### config.mk
export PLATFORM = sky130hd
export DESIGN_NAME = tape_out_audio
export DESIGN_NICKNAME = d
export VERILOG_FILES = /design/src/rtl/tape_pkg.sv /design/src/rtl/tape_slew.sv /design/src/rtl/tape_out_audio.sv
export SDC_FILE = /design/constraint.sdc
export NUM_CORES = 1
export LEC_CHECK = 0
export CORE_MARGIN = 2
export CORE_UTILIZATION = 55
export DETAILED_ROUTE_END_ITERATION = 12
export GPL_TIMING_DRIVEN = 1
export PLACE_DENSITY = 0.76
export SLEW_MARGIN = 20
export SYNTH_ARGS = -nofsm -noshare
export SYNTH_HDL_FRONTEND = slang
export SYNTH_SLANG_ARGS = --single-unit
### constraint.sdc
create_clock -name clk_sys -period 3.8 [get_ports clk_sys]
set_input_delay 0.57 -clock clk_sys [delete_from_list [all_inputs] [get_ports clk_sys]]
set_output_delay 0.57 -clock clk_sys [all_outputs]
set_load 0.01 [all_outputs]
### src/rtl/tape_pkg.sv
// Shared types and helpers for the cassette-output audio path.
package tape_pkg;

  typedef logic signed [15:0] pcm_t;

  typedef enum logic {TP_IDLE = 1'b0, TP_ACTIVE = 1'b1} tape_state_t;

  function automatic int ms_to_cycles(input int clk_hz, input int ms);
    return (clk_hz / 1000) * ms;
  endfunction

endpackage

### src/rtl/tape_slew.sv
// Ramp limiter: on each sample strobe moves the level toward the target by at
// most RAMP_STEP, so every level change is click-free.
module tape_slew
  import tape_pkg::*;
#(
  parameter logic [15:0] RAMP_STEP = 16'd64
) (
  input  logic clk_sys,
  input  logic reset,
  input  logic sample_ce,
  input  pcm_t target,
  output pcm_t level
);

  logic signed [16:0] w_step;
  logic signed [16:0] w_cur;
  logic signed [16:0] w_tgt;
  logic signed [16:0] w_diff;
  pcm_t               w_next;
  pcm_t               r_level;

  assign w_step = $signed({1'b0, RAMP_STEP});
  assign w_cur  = {r_level[15], r_level};
  assign w_tgt  = {target[15], target};
  assign w_diff = w_tgt - w_cur;

  // The stepped value always lies between level and target, so 16 bits hold it.
  always_comb begin
    w_next = target;
    if (w_diff > w_step) begin
      w_next = pcm_t'(w_cur + w_step);
    end else if (w_diff < -w_step) begin
      w_next = pcm_t'(w_cur - w_step);
    end else begin
      w_next = target;
    end
  end

  always_ff @(posedge clk_sys or posedge reset) begin
    if (reset) begin
      r_level <= 16'sd0;
    end else if (sample_ce) begin
      r_level <= w_next;
    end else begin
      r_level <= r_level;
    end
  end

  assign level = r_level;

endmodule

### src/rtl/tape_out_audio.sv
// K7 tape-output modulator: activity FSM with timeout, ramped +/-AMPL audio.
// Define TAPE_OUT_PERIOD_EN to build the rising-edge period monitor.
module tape_out_audio
  import tape_pkg::*;
#(
  parameter int          CLK_HZ     = 24000000,
  parameter logic [15:0] AMPL       = 16'h2000,
  parameter logic [15:0] RAMP_STEP  = 16'd64,
  parameter int          TIMEOUT_MS = 500,
  parameter int          PERIOD_W   = 16
) (
  input  logic                clk_sys,
  input  logic                reset,
  input  logic                tape_out,
  input  logic                sample_ce,
  input  logic                mute,
  output pcm_t                audio,
  output logic                active,
  output logic [PERIOD_W-1:0] period,
  output logic                period_valid
);

  localparam int TO_CYC = ms_to_cycles(CLK_HZ, TIMEOUT_MS);
  localparam int TO_W   = $clog2(TO_CYC);
  localparam logic [TO_W-1:0] TO_LAST = TO_W'(TO_CYC - 1);

  tape_state_t     r_state;
  tape_state_t     w_next_state;
  logic            r_tape_q;
  logic [TO_W-1:0] r_to_cnt;
  logic            w_edge;
  logic            w_term;
  pcm_t            w_target;
  pcm_t            w_level;
  pcm_t            r_audio;

  assign w_edge = tape_out ^ r_tape_q;
  assign w_term = (r_state == TP_ACTIVE) && (r_to_cnt == TO_LAST);

  always_ff @(posedge clk_sys or posedge reset) begin
    if (reset) begin
      r_tape_q <= 1'b0;
      r_state  <= TP_IDLE;
    end else begin
      r_tape_q <= tape_out;
      r_state  <= w_next_state;
    end
  end

  // A toggle on the terminal-count cycle keeps the FSM active.
  always_comb begin
    w_next_state = r_state;
    w_target     = 16'sd0;
    case (r_state)
      TP_IDLE: begin
        if (w_edge) w_next_state = TP_ACTIVE;
        else        w_next_state = TP_IDLE;
      end
      TP_ACTIVE: begin
        if (w_edge)      w_next_state = TP_ACTIVE;
        else if (w_term) w_next_state = TP_IDLE;
        else             w_next_state = TP_ACTIVE;
        w_target = r_tape_q ? pcm_t'(AMPL) : pcm_t'(16'd0 - AMPL);
      end
      default: begin
        w_next_state = TP_IDLE;
        w_target     = 16'sd0;
      end
    endcase
  end

  always_ff @(posedge clk_sys or posedge reset) begin
    if (reset) begin
      r_to_cnt <= '0;
    end else if (w_edge || (w_next_state == TP_IDLE)) begin
      r_to_cnt <= '0;
    end else begin
      r_to_cnt <= r_to_cnt + TO_W'(1);
    end
  end

  tape_slew #(
    .RAMP_STEP (RAMP_STEP)
  ) u_slew (
    .clk_sys   (clk_sys),
    .reset     (reset),
    .sample_ce (sample_ce),
    .target    (w_target),
    .level     (w_level)
  );

  always_ff @(posedge clk_sys or posedge reset) begin
    if (reset)     r_audio <= 16'sd0;
    else if (mute) r_audio <= 16'sd0;
    else           r_audio <= w_level;
  end

  assign audio  = r_audio;
  assign active = (r_state == TP_ACTIVE);

`ifdef TAPE_OUT_PERIOD_EN
  logic                w_rise;
  logic                r_seen;
  logic                r_period_valid;
  logic [PERIOD_W-1:0] r_per_cnt;
  logic [PERIOD_W-1:0] r_period;

  assign w_rise = tape_out & ~r_tape_q;

  // The first rise after entering ACTIVE only arms the measurement.
  always_ff @(posedge clk_sys or posedge reset) begin
    if (reset) begin
      r_seen         <= 1'b0;
      r_period_valid <= 1'b0;
      r_per_cnt      <= '0;
      r_period       <= '0;
    end else begin
      r_period_valid <= w_rise && r_seen;
      if (w_rise && r_seen) r_period <= r_per_cnt;
      if (w_next_state == TP_IDLE) begin
        r_seen    <= 1'b0;
        r_per_cnt <= '0;
      end else if (w_rise) begin
        r_seen    <= 1'b1;
        r_per_cnt <= PERIOD_W'(1);
      end else if (r_per_cnt != {PERIOD_W{1'b1}}) begin
        r_per_cnt <= r_per_cnt + PERIOD_W'(1);
      end
    end
  end

  assign period       = r_period;
  assign period_valid = r_period_valid;
`else
  assign period       = '0;
  assign period_valid = 1'b0;
`endif

endmodule
==> results by group, run 1 <==
Worst setup path
  • CP max FO: 17
  • Crit. path cell count: 9
  • R2R depth: 9
  • Worst EP arrival: 3.59 ns
  • Reg-to-reg startpoint: u_slew.level[6]
  • Worst Path Required: around 4.0 ns
  • CP startpoint kind: flip-flop
  • R2r setup slk: 0.39 ns
  • Setup CP Type: reg2reg
  • Crit path capture type: flip-flop
  • R2r endpoint: u_slew.level[15]
  • Slowest-stage cell, CP: dfrtp_1
  • Crit-path cells: inv_1 > ha_1 > xnor2_1 > or4_1 > a2111o_1 > o311ai_2 > a31o_2 > o22ai_1 > or3_1
  • WP buf/inv: 1
  • Top Family by Delay on Critical Path: compound AO/OA/AOI/OAI gates
  • Crit path largest cell delay: a little under 0.6 ns

Placement
  • Placed Cells: ~410
  • DP Worst Slack: between 0.3 and 0.4 ns
  • Port Buffer Count: 21
  • DP Wirelength: 3.96 mm
  • DP Area: about 3100 sq um
  • Gpl congestion: 0.845

Cells and area
  • Share of layout cells above drive strength 1: 0.0466
  • Area Growth Syn to Fin: 7.67%
  • Nets: between 300 and 400
  • Layout filler cell count: about 490
  • Antenna diode count: 0
  • Multi-input gate area in the final layout: approximately 1600 sq um
  • Layout Cell Area excl Fill: 3180 sq um
  • Storage element area: ~1200 sq um
  • Final Util: 0.619
  • Non-filler cells, final: approximately 410

Pwr
  • Comb power frac: 0.481
  • Power Dens Cells: roughly 610 nW/um^2
  • P_leak: between 1 and 1.5 nW
  • Tot Pwr: around 1.9 mW
  • Sequential Power Share: 0.362
  • VDD IR max: 0.393 mV
  • Internal power: around 1.1 mW
  • Clock power frac: 0.157
  • Sw Share: 0.416
  • Net switching power: 0.803 mW

Global route
  • All-Layer GR Usage: 0.203
  • Vias in the first global route: between 2,000 and 2,500
  • Grt total ovfl: 0
  • Largest net degree at the start of global routing: between 40 and 50
  • First-pass GRT wire length: approximately 10 mm
  • Initial antenna violation count: 0

STA
  • Unrepaired setup endpoints after global routing: false
  • Worst Tran Pin Value: around 0.88 ns
  • Final hold slack: roughly 0.47 ns
  • Worst Slack Setup Final: slightly below 0.4 ns
  • Fmax: slightly below 300 MHz
  • Hold Vio Cnt, Final: 0
  • Setup_tns: 0 ns
  • Slew Viols, Final: 0
  • Post-layout min period: 3.41 ns
  • Final worst path period share: 0.897
  • Normalized max-slew margin: 0.416
  • Setup-failing EPs final: 0
  • Layout Skew: about 0.01 ns

Synth
  • Number of synthesized flops with an enable pin: 0
  • Post-synth cell types: 52
  • Post-Syn Area: approximately 3000 sq um
  • Cells after Synth: 336
  • Post-synthesis sequential area ratio: 0.398
  • Most used DFF post-synth: dfrtp_1
  • Post-synth ARST share: 1.00
  • Average cell area after synthesis: just under 9 sq um
  • Synth warnings: 0
  • Yosys reg bits: 47

Routing
  • Vias per cell: about 5.5
  • DRT Pass-1 Iters: 4
  • DRT iter0 DRCs: roughly 160
  • Final ANT Viol Nets: 0
  • Drt drc: 0
  • Routed WL: 5.70 mm
  • WL/cell: between 10 and 15 um
  • Vias: around 2,300

Run status
  • Status: complete, no violations

Hold path
  • Hold Crit Class: reg2reg
  • Hold EP: r_to_cnt[0]
  • Hold path cells: 1
  • HP Start: r_to_cnt[0]

Floorplan
  • Die X: between 70 and 80 um
  • Num rows: 26
  • Die span in y: 77.3 um
  • Core ar.: just over 5000 sq um
  • I/O pin total: 39
  • Starting Density: 0.575
  • Die area: approximately 6000 sq um

Clocking
  • Reg clk slew, reported paths: 0.09 ns
  • Clock Latency Late Sink: around 0.30 ns
  • Clock root cell: clkbuf_8
  • Cts bufs inserted: 5
  • Post-CTS setup buffers: 0
  • CTS tree: built
  • Clock Sinks: 47
  • H-tree depth: 2
  • Longest Clk Path Bufs: 2

Run
  • Max Cap Viol: 0
[cell type report]
cell class	instances	share of cell area
multi-input cells	251	0.487
flip-flops and latches	47	0.370
repair buffers	22	0.0685
well taps	70	0.0275
clock buffers	6	0.0260
inverters	16	0.0193
clock inverters	1	0.00157
[power by group through the flow]
stage               Combinational, mW  Sequential, mW  Clock, mW
floorplan                       0.796           0.647          0
global placement                0.896           0.699          0
detailed placement              0.912           0.705          0
CTS                             0.918           0.695      0.315
global route                     1.04           0.714      0.333
finish                          0.927           0.698      0.304
[placed cells by master (no fill, tap or decap), types with 3 or more instances in the layout]
master           instances
nor2_1                  52
and3_1                  10
dfrtp_1                 47
conb_1                  18
nor2b_1                  7
nand2_1                 22
nor4_1                   4
xor2_1                  16
inv_1                   14
nand2b_1                 5
xnor2_1                 17
nand4_1                  3
clkdlybuf4s50_1         21
ha_1                     8
or4_1                    3
clkbuf_8                 6
nor4b_1                  3
a21oi_1                  3
o21ai_0                  6
o22ai_1                  5
o221ai_1                 4
a22o_1                   4
nor3_1                   5
nand3_1                 22
[cells by family (layout without fill, tap and decap cells)]
family | Yosys count | count (layout) | share of synthesized area
other cells | 1 | 18 | 0.00127
compound gates | 44 | 44 | 0.115
fa+ha+maj | 8 | 8 | 0.0339
mux | 2 | 2 | 0.00720
buf+inv | 55 | 45 | 0.101
xor+xnor | 33 | 33 | 0.0978
simple gates | 146 | 146 | 0.246
flops | 47 | 47 | 0.398
[worst max path at each step]
stage,from,endpoint
3_5_place_dp,active,u_slew.level[15]
4_1_cts,active,u_slew.level[15]
6_report,u_slew.level[6],u_slew.level[15]
3_3_place_gp,active,u_slew.level[15]
5_1_grt,u_slew.level[6],u_slew.level[15]
2_1_floorplan,u_slew.level[6],u_slew.level[15]
[synthesized netlist by cell type, types with 6 or more instances]
cell      instances  area, sq um
o21ai_0           6         30.0
nand3_1          22          110
buf_4            22          165
xnor2_1          17          149
dfrtp_1          47         1180
and3_1           10         62.6
nor2b_1           7         43.8
xor2_1           16          140
nor2_1           52          195
ha_1              8          100
inv_1            15         56.3
clkbuf_1         15         56.3
nand2_1          22         82.6
[state kept, by name, summed over array words and instances (netlist names)]
signal / count
r_to_cnt: 24
audio: 11
u_slew.level: 10
active: 1
r_tape_q: 1
[timing repair]
item | CTS | global route
setup endpoints to repair | 0 | 1
hold buffers | 0 | 0
gates resized for setup | 0 | 1
[layer usage]
metal,global-route usage,vias up,part of all wire
met2,0.341,43,0.51
met3,0.0353,6,0.038
met4,0.0554,0,0.010
met5,0,-,0
met1,0.272,1114,0.45
li1,-,1127,-
(Power assumes the default switching activity.)
==> run 2, diff against run 1 <==
--- a/config.mk
+++ b/config.mk
@@ -6,10 +6,11 @@
 export NUM_CORES = 1
 export LEC_CHECK = 0
 export CORE_MARGIN = 2
-export CORE_UTILIZATION = 55
+export CORE_UTILIZATION = 50
 export DETAILED_ROUTE_END_ITERATION = 12
 export GPL_TIMING_DRIVEN = 1
-export PLACE_DENSITY = 0.76
+export PLACE_DENSITY = 0.69
+export RECOVER_POWER = 25
 export SLEW_MARGIN = 20
 export SYNTH_ARGS = -nofsm -noshare
 export SYNTH_HDL_FRONTEND = slang
==> results by group, run 2 (synthesized netlist as in run 1, its figures left out) <==
Clocking
  • Clock Sinks: between 40 and 50
  • Clock Latency Late Sink: around 0.30 ns
  • Hold Buf Count CTS: 0
  • Clock root cell: clkbuf_8
  • CTS tree: built
  • Reg clk slew, reported paths: ~0.08 ns
  • Cts bufs inserted: 5
  • Post-CTS setup buffers: 0
  • Cts repair resizes: 0
  • Longest Clk Path Bufs: 2
  • H-tree depth: 2

Routing
  • Routed WL: 5.76 mm
  • Drt drc: 0
  • DRT Pass-1 Iters: 4
  • WL/cell: 13.8 um
  • Final ANT Viol Nets: 0
  • Vias per cell: 5.42
  • DRT iter0 DRCs: 84
  • Vias: ~2,300

Worst setup path
  • Worst EP arrival: around 3.6 ns
  • Crit path largest cell delay: 0.48 ns
  • R2R depth: 10
  • Top Family by Delay on Critical Path: simple AND/OR/NAND/NOR gates
  • Reg-to-reg startpoint: active
  • Crit path capture type: flip-flop
  • Crit-path cells: nor2b_1 > ha_1 > nand2b_1 > nor3b_1 > a211oi_1 > nor4_2 > or2_1 > nand2b_1 > and4_1 > or3_1
  • CP startpoint kind: flip-flop
  • R2r setup slk: 0.39 ns
  • R2r endpoint: u_slew.level[15]
  • WP buf/inv: 0
  • Worst Path Required: about 4.0 ns
  • CP max FO: 10
  • Setup CP Type: reg2reg
  • Slowest-stage cell, CP: nor4_2
  • Most Frequent Cell on Critical Path: nand2b_1

Cells and area
  • Share of layout cells above drive strength 1: 0.0465
  • Max reg flops: 24
  • Most frequent cells in the layout: nor2_1 (52), dfrtp_1 (47), nand2_1 (22), nand3_1 (22)
  • Antenna diode count: 0
  • Largest register by flop count: r_to_cnt
  • Nets: around 360
  • Layout filler cell count: about 520
  • Commonest non-fill, non-tap cell in the layout: nor2_1
  • Area Growth Syn to Fin: 9.28%
  • Final Util: 0.576

Floorplan
  • Core ar.: 5610 sq um
  • Die X: about 81 um
  • Die area: about 6500 sq um
  • Num rows: 27
  • Die span in y: between 80 and 90 um
  • Starting Density: 0.527
  • I/O pin total: 39

Pwr
  • Sw Share: 0.395
  • VDD IR max: 0.330 mV
  • Sequential Power Share: 0.342
  • P_leak: ~1.4 nW
  • Clock power frac: 0.208
  • Net switching power: around 0.8 mW
  • Comb power frac: 0.450
  • Power Dens Cells: 637 nW/um^2
  • Internal power: roughly 1.2 mW

STA
  • Unrepaired setup endpoints after global routing: false
  • Setup_tns: 0 ns
  • Final worst path period share: 0.898
  • Post-layout min period: 3.41 ns
  • Normalized max-slew margin: -0.378
  • Setup-failing EPs final: 0
  • Hold Vio Cnt, Final: 0
  • Slew Viols, Final: 48
  • Worst Tran Pin Value: roughly 2.1 ns
  • Layout Skew: roughly 0.0083 ns
  • Fmax: slightly below 300 MHz

Hold path
  • Hold Crit Class: reg2reg
  • Hold path cells: 1
  • HP Start: r_to_cnt[0]
  • Hold EP: r_to_cnt[0]

Placement
  • Port Buffer Count: 21
  • Gpl congestion: approximately 0.83
  • DP Wirelength: around 4.0 mm

Run
  • Max Cap Viol: 1

Global route
  • Largest net degree at the start of global routing: 48
  • Initial antenna violation count: 0
  • All-Layer GR Usage: 0.188
  • Grt total ovfl: 0
  • Vias in the first global route: approximately 2,100
  • First-pass GRT wire length: 9.81 mm

Run status
  • Status: finished with violations
  • Failing checks: max-capacitance violations, max-slew violations
==> run 2: how the worst max path moves through the flow <==
stage | start | to | slack, ns | depth (start not counted)
floorplan | u_slew.level[6] | u_slew.level[15] | 0.69 | 12
global placement | active | u_slew.level[15] | 0.43 | 10
detailed placement | active | u_slew.level[15] | 0.31 | 10
CTS | active | u_slew.level[15] | 0.28 | 10
global route | active | u_slew.level[15] | 0.15 | 10
finish | active | u_slew.level[15] | 0.39 | 10
==> run 2: through the flow <==
stage                     std cells  setup slack [ns]  hold WS [ns]  power, mW  cell area [sq um]
final                           416             0.389         0.465       2.06               3230
after global routing            416             0.152         0.488       2.21               3230
after CTS                       416             0.276         0.470       2.05               3220
after detailed placement        408             0.311         0.459       1.62               3090
after global placement          408             0.431         0.451       1.60               3090
after floorplan                 353             0.690         0.433       1.44               3020
==> run 2: power by group through the flow <==
stage / logic, mW / clock network (mW) / registers, mW
after floorplan: 0.796 / 0 / 0.647
after global placement: 0.896 / 0 / 0.707
after detailed placement: 0.906 / 0 / 0.709
after CTS: 0.912 / 0.442 / 0.698
after global routing: 1.03 / 0.464 / 0.720
final: 0.925 / 0.428 / 0.703
==> run 2: final cells by class <==
| class | count | area [sq um] | area share |
|---|---|---|---|
| clock inverters | 2 | 60.1 | 0.0186 |
| multi-input cells | 251 | 1550 | 0.480 |
| clock buffers | 6 | 72.6 | 0.0225 |
| inverters | 16 | 61.3 | 0.0190 |
| repair buffers | 22 | 218 | 0.0674 |
| flip-flops and latches | 47 | 1180 | 0.364 |
| well taps | 72 | 90.1 | 0.0279 |
==> run 2: routing by layer <==
metal / routed length (um) / vias to the layer above / track usage
met4: 47 / 0 / 0.0508
li1: - / 1128 / -
met5: 0 / - / 0
met2: 2840 / 38 / 0.322
met1: 2690 / 1080 / 0.246
met3: 179 / 8 / 0.0311
